===== src/rtl/io_bus_sequencer_pkg.sv =====
// Shared definitions for the IO page sequencer: FSM encoding, timeout default,
// read-abort pattern and the device-bit assignments used across the IO map.
package io_bus_sequencer_pkg;

  typedef enum logic [1:0] {
    ST_IDLE    = 2'd0,
    ST_RD_WAIT = 2'd1,
    ST_WR_WAIT = 2'd2
  } seq_state_e;

  localparam int          IO_NDEV_DEF    = 16;
  localparam int          IO_TIMEOUT_DEF = 255;
  localparam logic [31:0] IO_RD_ABORT    = 32'hFFFF_FFFF;

  // One-hot word-address bit owned by each device on the IO page.
  localparam int IO_HWCONFIG_BIT  = 0;
  localparam int IO_LEDS_BIT      = 1;
  localparam int IO_UART_DAT_BIT  = 2;
  localparam int IO_UART_CNTL_BIT = 3;
  localparam int IO_SPI_DAT_BIT   = 4;
  localparam int IO_SPI_CNTL_BIT  = 5;

endpackage


===== src/rtl/io_bus_sequencer_decode.sv =====
// One-hot to binary decoder: valid only when exactly one address bit is set.
module io_onehot_decode #(
  parameter int NDEV = 16,
  parameter int IW   = 4
) (
  input  logic [NDEV-1:0] onehot,
  output logic            valid,
  output logic [IW-1:0]   idx
);

  logic seen;
  logic multi;

  always_comb begin
    seen  = 1'b0;
    multi = 1'b0;
    idx   = '0;
    for (int i = 0; i < NDEV; i++) begin
      if (onehot[i]) begin
        if (seen) multi = 1'b1;
        seen = 1'b1;
        idx  = IW'(i);
      end
    end
    valid = seen & ~multi;
  end

endmodule


===== src/rtl/io_bus_sequencer.sv =====
// IO page sequencer: decodes the one-hot address, strobes one device, waits on
// its busy with a bounded timeout, and returns registered read data.
//
// Handshake: a core strobe is accepted only in IDLE; io_rbusy/io_wbusy high means
// the access is still in flight and no new strobe may be issued until both drop.
module io_bus_sequencer
  import io_bus_sequencer_pkg::*;
#(
  parameter int NDEV    = IO_NDEV_DEF,
  parameter int TIMEOUT = IO_TIMEOUT_DEF
) (
  input  logic             clk,
  input  logic             resetn,
  input  logic [NDEV-1:0]  io_waddr,
  input  logic             io_rstrb,
  input  logic             io_wstrb,
  input  logic [31:0]      io_wdata,
  output logic [31:0]      io_rdata,
  output logic             io_rbusy,
  output logic             io_wbusy,
  output logic [NDEV-1:0]  dev_sel,
  output logic             dev_rstrb,
  output logic             dev_wstrb,
  output logic [31:0]      dev_wdata,
  input  logic [NDEV*32-1:0] dev_rdata,
  input  logic [NDEV-1:0]  dev_rbusy,
  input  logic [NDEV-1:0]  dev_wbusy,
  output logic             err_decode,
  output logic             err_timeout,
  input  logic             err_clr,
  output seq_state_e       dbg_state
);

  localparam int IW = (NDEV > 1) ? $clog2(NDEV) : 1;

  seq_state_e  state, state_next;
  logic [IW-1:0] sel_idx;
  logic [IW-1:0] dec_idx;
  logic          dec_valid;
  logic [7:0]    cnt;

  logic load, cnt_inc, rd_done, rd_abort, wr_abort, dec_err, dec_err_rd;
  logic busy_r, busy_w, timeout_hit;
  logic [31:0] rd_mux;

  io_onehot_decode #(.NDEV(NDEV), .IW(IW)) u_decode (
    .onehot (io_waddr),
    .valid  (dec_valid),
    .idx    (dec_idx)
  );

  assign busy_r      = dev_rbusy[sel_idx];
  assign busy_w      = dev_wbusy[sel_idx];
  assign rd_mux      = dev_rdata[{sel_idx, 5'b0} +: 32];
  // Abort on the TIMEOUT-th wait cycle that still sees busy.
  assign timeout_hit = (cnt == 8'(TIMEOUT - 1));

  assign dev_wdata = io_wdata;
  assign io_rbusy  = (state == ST_RD_WAIT);
  assign io_wbusy  = (state == ST_WR_WAIT);
  assign dbg_state = state;

  always_ff @(posedge clk or negedge resetn) begin
    if (!resetn) state <= ST_IDLE;
    else         state <= state_next;
  end

  always_comb begin
    state_next = state;
    dev_sel    = '0;
    dev_rstrb  = 1'b0;
    dev_wstrb  = 1'b0;
    load       = 1'b0;
    cnt_inc    = 1'b0;
    rd_done    = 1'b0;
    rd_abort   = 1'b0;
    wr_abort   = 1'b0;
    dec_err    = 1'b0;
    dec_err_rd = 1'b0;
    case (state)
      ST_IDLE: begin
        if (io_rstrb || io_wstrb) begin
          if (dec_valid) begin
            // A simultaneous read and write is treated as a write only.
            dev_sel    = io_waddr;
            dev_wstrb  = io_wstrb;
            dev_rstrb  = io_rstrb & ~io_wstrb;
            load       = 1'b1;
            state_next = io_wstrb ? ST_WR_WAIT : ST_RD_WAIT;
          end else begin
            dec_err    = 1'b1;
            dec_err_rd = io_rstrb & ~io_wstrb;
          end
        end
      end
      ST_RD_WAIT: begin
        if (!busy_r) begin
          rd_done    = 1'b1;
          state_next = ST_IDLE;
        end else if (timeout_hit) begin
          rd_abort   = 1'b1;
          state_next = ST_IDLE;
        end else begin
          cnt_inc = 1'b1;
        end
      end
      ST_WR_WAIT: begin
        if (!busy_w) begin
          state_next = ST_IDLE;
        end else if (timeout_hit) begin
          wr_abort   = 1'b1;
          state_next = ST_IDLE;
        end else begin
          cnt_inc = 1'b1;
        end
      end
      default: state_next = ST_IDLE;
    endcase
  end

  always_ff @(posedge clk or negedge resetn) begin
    if (!resetn) begin
      sel_idx     <= '0;
      cnt         <= '0;
      io_rdata    <= '0;
      err_decode  <= 1'b0;
      err_timeout <= 1'b0;
    end else begin
      if (load) begin
        sel_idx <= dec_idx;
        cnt     <= '0;
      end else if (cnt_inc) begin
        cnt <= cnt + 8'd1;
      end

      if (rd_done)         io_rdata <= rd_mux;
      else if (rd_abort)   io_rdata <= IO_RD_ABORT;
      else if (dec_err_rd) io_rdata <= '0;

      if (err_clr) begin
        err_decode  <= 1'b0;
        err_timeout <= 1'b0;
      end else begin
        if (dec_err)              err_decode  <= 1'b1;
        if (rd_abort || wr_abort) err_timeout <= 1'b1;
      end
    end
  end

endmodule


===== config.mk =====
export PLATFORM = sky130hd
export DESIGN_NAME = io_bus_sequencer
export DESIGN_NICKNAME = d
export VERILOG_FILES = /design/src/rtl/io_bus_sequencer_pkg.sv /design/src/rtl/io_bus_sequencer_decode.sv /design/src/rtl/io_bus_sequencer.sv
export SDC_FILE = /design/constraint.sdc
export NUM_CORES = 1
export LEC_CHECK = 0
export CORE_AREA = 2 2 265 267
export CTS_CLUSTER_SIZE = 28
export DETAILED_ROUTE_END_ITERATION = 8
export DIE_AREA = 0 0 267 269
export HOLD_SLACK_MARGIN = 0.05
export PLACE_DENSITY = 0.32
export SLEW_MARGIN = 20
export SYNTH_ARGS = -nofsm -noshare
export SYNTH_HDL_FRONTEND = slang
export SYNTH_SLANG_ARGS = --single-unit

===== constraint.sdc =====
create_clock -name clk -period 7.8 [get_ports clk]
set_clock_uncertainty 0.05 [all_clocks]
set_input_delay 1.17 -clock clk [delete_from_list [all_inputs] [get_ports clk]]
set_output_delay 1.17 -clock clk [all_outputs]
set_load 0.01 [all_outputs]

==> After elaboration in Yosys (flattened, before gate mapping) <==
Cells that the tools add are included.
{ "totals": {"output_inout_bits": 88, "in_bits": 597, "wordCells": 136, "ff_bits": 48} }
{ "op_classes": {"order_cmp": 1, "shift": 1, "n_mux": 110, "n_bitwise": 4, "n_addsub": 1, "eq_ne": 5, "n_reduce_logical": 8} }
{ "ops": {"columns": ["op", "count"], "rows": [
  ["variable part select 512 x 10 -> 32 bit", 1],
  ["two-way mux 32 bit", 3],
  ["two-way mux 1 bit", 78],
  ["two-way mux 16 bit", 3],
  ["two-way mux 4 bit", 8],
  ["two-way mux 2 bit", 8],
  ["two-way mux 8 bit", 2],
  ["two-way mux 3 bit", 4],
  ["adder 8 x 1 -> 8 bit, second input constant", 1],
  ["binary-select mux 1 bit (select 4 bit)", 2],
  ["== test 8 bit, second input constant", 1],
  ["case mux 2 bit (3 select lines)", 1],
  ["nonzero test 2 bit", 3],
  ["< comparator 4 x 5 -> 1 bit, second input constant", 1],
  ["!= test 2 bit, second input constant", 2],
  ["nonzero test 3 bit", 1],
  ["AND 1 bit", 2],
  ["== test 2 x 1 -> 1 bit, second input constant", 1],
  ["== test 2 bit, second input constant", 1],
  ["zero test 2 bit", 1],
  ["logical OR 1 bit", 2],
  ["NOT 1 bit", 2],
  ["case mux 1 bit (2 select lines)", 1],
  ["AND reduction 2 bit", 1]
]} }

==> Logic depth before layout (Yosys ltp) <==
{ "logic_depth": {"depth_word": 39, "mapped_depth": 8, "depth_no_buf": 7} }

==> By module <==
Synthesis repeated with hierarchy kept, for this count alone.
{ "unflattened": {"hier_cells": 586, "hier_area_um2": 7054.3} }
{ "modules_own_cells": {"columns": ["mod", "cells_per_inst", "n_inst", "seq_area_each_um2", "area_per_inst_um2"], "rows": [
  ["io_bus_sequencer", 535, 1, 1201.2, 6745.2],
  ["io_onehot_decode", 51, 1, 0.0, 309.0]
]} }

==> Worst setup path before layout <==
OpenSTA, ideal clock, no wires.
{ "synth_path": {"kind": "input -> output", "from": "input io_waddr[12]", "to": "output dev_sel[13]", "path_slack_ps": 3676, "path_buffers": 1, "arrival_time_ps": 2904, "stages": 6, "t_required_ps": 6580, "path_cell_list": "or4_4 > a2111oi_2 > a41oi_1 > a211o_1 > buf_2 > nor3_1"} }
{ "synth_between": {"elab_chain_cells": 12, "elab_cells_between_ends": 16, "classes_between": "mux (14); bitwise (2)"} }
{ "synth_rtl": {"columns": ["element", "line_no", "source"], "rows": [
  ["from (decl)", "io_bus_sequencer.sv:14", "input logic [NDEV-1:0] io_waddr,"],
  ["two-way mux 1 bit", "io_bus_sequencer_decode.sv:19", "if (onehot[i]) begin"],
  ["two-way mux 1 bit", "io_bus_sequencer_decode.sv:20", "if (seen) multi = 1'b1;"],
  ["two-way mux 1 bit", "io_bus_sequencer_decode.sv:19", null],
  ["two-way mux 1 bit", "io_bus_sequencer_decode.sv:20", null],
  ["two-way mux 1 bit", "io_bus_sequencer_decode.sv:19", null],
  ["two-way mux 1 bit", "io_bus_sequencer_decode.sv:20", null],
  ["two-way mux 1 bit", "io_bus_sequencer_decode.sv:19", null],
  ["NOT 1 bit", "io_bus_sequencer_decode.sv:25", "valid = seen & ~multi;"],
  ["AND 1 bit (*)", "io_bus_sequencer_decode.sv:25", null],
  ["two-way mux 16 bit (*)", "io_bus_sequencer.sv:83", "if (dec_valid) begin"],
  ["two-way mux 16 bit (*)", "io_bus_sequencer.sv:82", "if (io_rstrb || io_wstrb) begin"],
  ["two-way mux 16 bit (*)", "io_bus_sequencer.sv:80", "case (state)"],
  ["to (decl)", "io_bus_sequencer.sv:21", "output logic [NDEV-1:0] dev_sel,"]
]} }
Every way passes the cells marked *; elsewhere a longest branch is shown, timed or not.

==> Final worst setup path <==
{ "layout_path": {"from": "input io_waddr[13]", "to": "output dev_sel[13]"} }
{ "layout_between": {"elab_chain_cells": 10, "elab_cells_between_ends": 13, "classes_between": "mux (11); bitwise (2)"} }
{ "layout_rtl": {"columns": ["element", "line_no"], "rows": [
  ["two-way mux 1 bit", "io_bus_sequencer_decode.sv:19"],
  ["two-way mux 1 bit", "io_bus_sequencer_decode.sv:20"],
  ["two-way mux 1 bit", "io_bus_sequencer_decode.sv:19"],
  ["two-way mux 1 bit", "io_bus_sequencer_decode.sv:20"],
  ["two-way mux 1 bit", "io_bus_sequencer_decode.sv:19"],
  ["NOT 1 bit", "io_bus_sequencer_decode.sv:25"],
  ["AND 1 bit", "io_bus_sequencer_decode.sv:25"],
  ["two-way mux 16 bit (*)", "io_bus_sequencer.sv:83"],
  ["two-way mux 16 bit (*)", "io_bus_sequencer.sv:82"],
  ["two-way mux 16 bit (*)", "io_bus_sequencer.sv:80"]
]} }
Marks and branches as above.

==> impl_metrics.env <==
export IMPL_synth_mux_area_frac=0.538
export IMPL_synth_most_common_cell="mux4_2"
export IMPL_yosysWarnings=0
export IMPL_grt_pass1_vias=8396
export IMPL_grt_overflow_total=0
export IMPL_min_from="err_decode"
export IMPL_place_inst=2056
export IMPL_maxSlewHeadroom=0.342
export IMPL_final_cell_area_mm2=0.0143
export IMPL_synth_cells=573
export IMPL_drive_gt1_frac=0.183
export IMPL_die_x_um=267
export IMPL_postCtsSetupRepairBufs=0
export IMPL_power_w=0.000951
export IMPL_syn_avg_cell_area_um2=12.4
export IMPL_cts_tree="done"
export IMPL_syn_num_nets=1176
export IMPL_cp_start_kind="primary input"
export IMPL_synth_simple_area_share=0.0699
export IMPL_cts_htree_levels=2
export IMPL_place_hpwl_um=42300
export IMPL_clk_latency_ps=330
export IMPL_setup_viol=0
export IMPL_synth_ff_type="dfrtp_1"
export IMPL_rsz0062_at_grt="false"
export IMPL_netlist_top_cells_area="mux4_2 (52%), dfrtp_1 (17%), inv_1 (3.9%), buf_4 (3.5%), o221ai_1 (2.7%)"
export IMPL_fmax_mhz=183
export IMPL_clock_sinks=48
export IMPL_synth_top_family_by_area="multiplexers"
export IMPL_synth_edf_count=0
export IMPL_port_buffers=620
export IMPL_worstPathRequired_ps=6580
export IMPL_yosys_cell_types_count=57
export IMPL_cts_hold_buf=0
export IMPL_vias_per_cell=3.69
export IMPL_hold_class="register to register"
export IMPL_fin_setup_tns_ps=0
export IMPL_gp_congestion=0.770
export IMPL_critPathKind="primary input to output pin"
export IMPL_rr_worst_depth=6
export IMPL_ant_nets=0
export IMPL_drt_pre_antenna_iters=6
export IMPL_wirelength_um=50000
export IMPL_powerDensity_mw_per_mm2=66.3
export IMPL_clk_pin_slew_worst_paths_ps=80
export IMPL_core_area_mm2=0.0693
export IMPL_synthXorXnorAreaFrac=0
export IMPL_rr_startpoint="sel_idx[3]"
export IMPL_arrival_ps=4260
export IMPL_root_buffer="clkbuf_16"
export IMPL_die_y_um=269
export IMPL_hold_ws_ps=457
export IMPL_placed_area_mm2=0.0142
export IMPL_fp_dieArea_mm2=0.0718
export IMPL_clockBufferDepth=2
export IMPL_async_reset_ff_frac=1.00
export IMPL_irDropWorstVdd_v=0.0000725
export IMPL_grt_pass1_wl_um=66700
export IMPL_synth_top_cell_by_area="mux4_2"
export IMPL_synth_compound_area_frac=0.105
export IMPL_grt_max_degree=98
export IMPL_route_vias_total=7640
export IMPL_cellLeakagePower_nw=4.81
export IMPL_synth_top_area_frac=0.515
export IMPL_syn_area_mm2=0.00713
export IMPL_drv_cap=0
export IMPL_finalCritPeriodShare=0.702
export IMPL_worstHoldPathCells=2
export IMPL_synth_adder_area_share=0.0133
export IMPL_rows=97
export IMPL_final_min_clock_period_ps=5480
export IMPL_synthToLayoutAreaGrowth_pct=101
export IMPL_crit_start="io_waddr[13]"
export IMPL_yosysSeqAreaShare=0.169
export IMPL_antenna_found_initial=13
export IMPL_route_detailed_drc=0
export IMPL_status="complete, no violations"
export IMPL_cp_max_fo=15
export IMPL_finalHoldViolCount=0
export IMPL_cp_end_kind="output pin"
export IMPL_synth_seq_cells=48
export IMPL_fin_cells=2069
export IMPL_drv_slew=0
export IMPL_netlist_top_cells_count="mux4_2 (163), inv_1 (74), dfrtp_1 (48), buf_4 (33), o221ai_1 (22)"
export IMPL_tightest_slew_ps=983
export IMPL_nNetsFinal=1726
export IMPL_first_iter_violations=284
export IMPL_cts_made_buffers=5
export IMPL_num_fill_cells=7449
export IMPL_ios=685
export IMPL_grtUsageTotal=0.133
export IMPL_cts_resized_gates=0
export IMPL_initial_core_util=0.103
export IMPL_wl_per_cell_um=24.2
==> where the power goes <==
part	switching [W]	leakage, nW	total, W	internal [W]
logic	0.000106	4.07	0.000420	0.000314
clock network	0.000126	0.0805	0.000279	0.000153
registers	0.00000136	0.658	0.000251	0.000250
total	0.000234	4.81	0.000951	0.000717
==> kinds of logic (layout without fill, tap and decap cells) <==
logic type | Yosys count | in the layout
AOI/OAI and AO/OA | 92 | 92
adders and majority gates | 8 | 8
buffers and inverters | 160 | 711
DFF | 48 | 48
muxes | 179 | 179
other | 0 | 5
and+or+nand+nor | 86 | 86
==> cell usage in the layout (no fill, tap or decap), types with 3 or more instances in the layout <==
cell	instances
nand3_1	5
diode_2	5
dfrtp_1	45
nor3_1	10
a21o_1	6
o21ai_0	11
inv_1	74
ha_1	6
nor4_1	3
nand4_1	3
o31ai_1	4
o221ai_2	10
nand2b_1	3
clkdlybuf4s50_1	619
o211ai_1	3
a21oi_1	16
nand3b_1	3
clkbuf_16	5
o221ai_1	22
buf_4	7
nand2_1	10
mux2i_1	13
and3_1	16
nor2_1	14
mux4_2	163
==> critical path, stage by stage <==
cell and delay (ps):
clkdlybuf4s50_1 520, nor4_1 580, a21oi_1 160, or4_4 450, a211o_1 540, nor3_1 260, clkdlybuf4s50_1 570
==> per-stage QoR <==
stage                util  setup slack (ps)
finish              0.207              2320
floorplan               -              3680
global route        0.207              2190
CTS                 0.207              2320
global placement    0.204              2440
detailed placement  0.204              2330
==> final cells by class <==
type	instances	area, µm²	area share
tap	940	1180	0.0820
sequential	48	1210	0.0844
clock inverter	3	46.3	0.00323
multi-input combinational	365	5200	0.363
timing repair buffer	628	6290	0.438
clock buffer	5	125	0.00872
inverter	75	283	0.0197
antenna	5	12.5	0.000872
==> flip-flops by register name, summed over array words and instances, names as in the netlist <==
name / count
cnt: 8
err_decode: 1
err_timeout: 1
dbg_state: 2
io_rdata: 32
sel_idx: 4
==> metal layers <==
metal,part of all wire,GRT usage
met5,0.0011,0
met4,0.018,0.0282
met3,0.085,0.0482
met2,0.50,0.233
met1,0.39,0.156
==> worst paths after layout <==
check                      slack, ps           end
setup / recovery                2320   dev_sel[13]
min in group asynchronous        870   io_rdata[3]
hold reg to reg                  460    err_decode
setup reg to reg                4330  io_rdata[26]
max in group asynchronous       6230    sel_idx[0]
hold / removal                   460    err_decode
No activity file was read; power rests on OpenSTA's default activity.
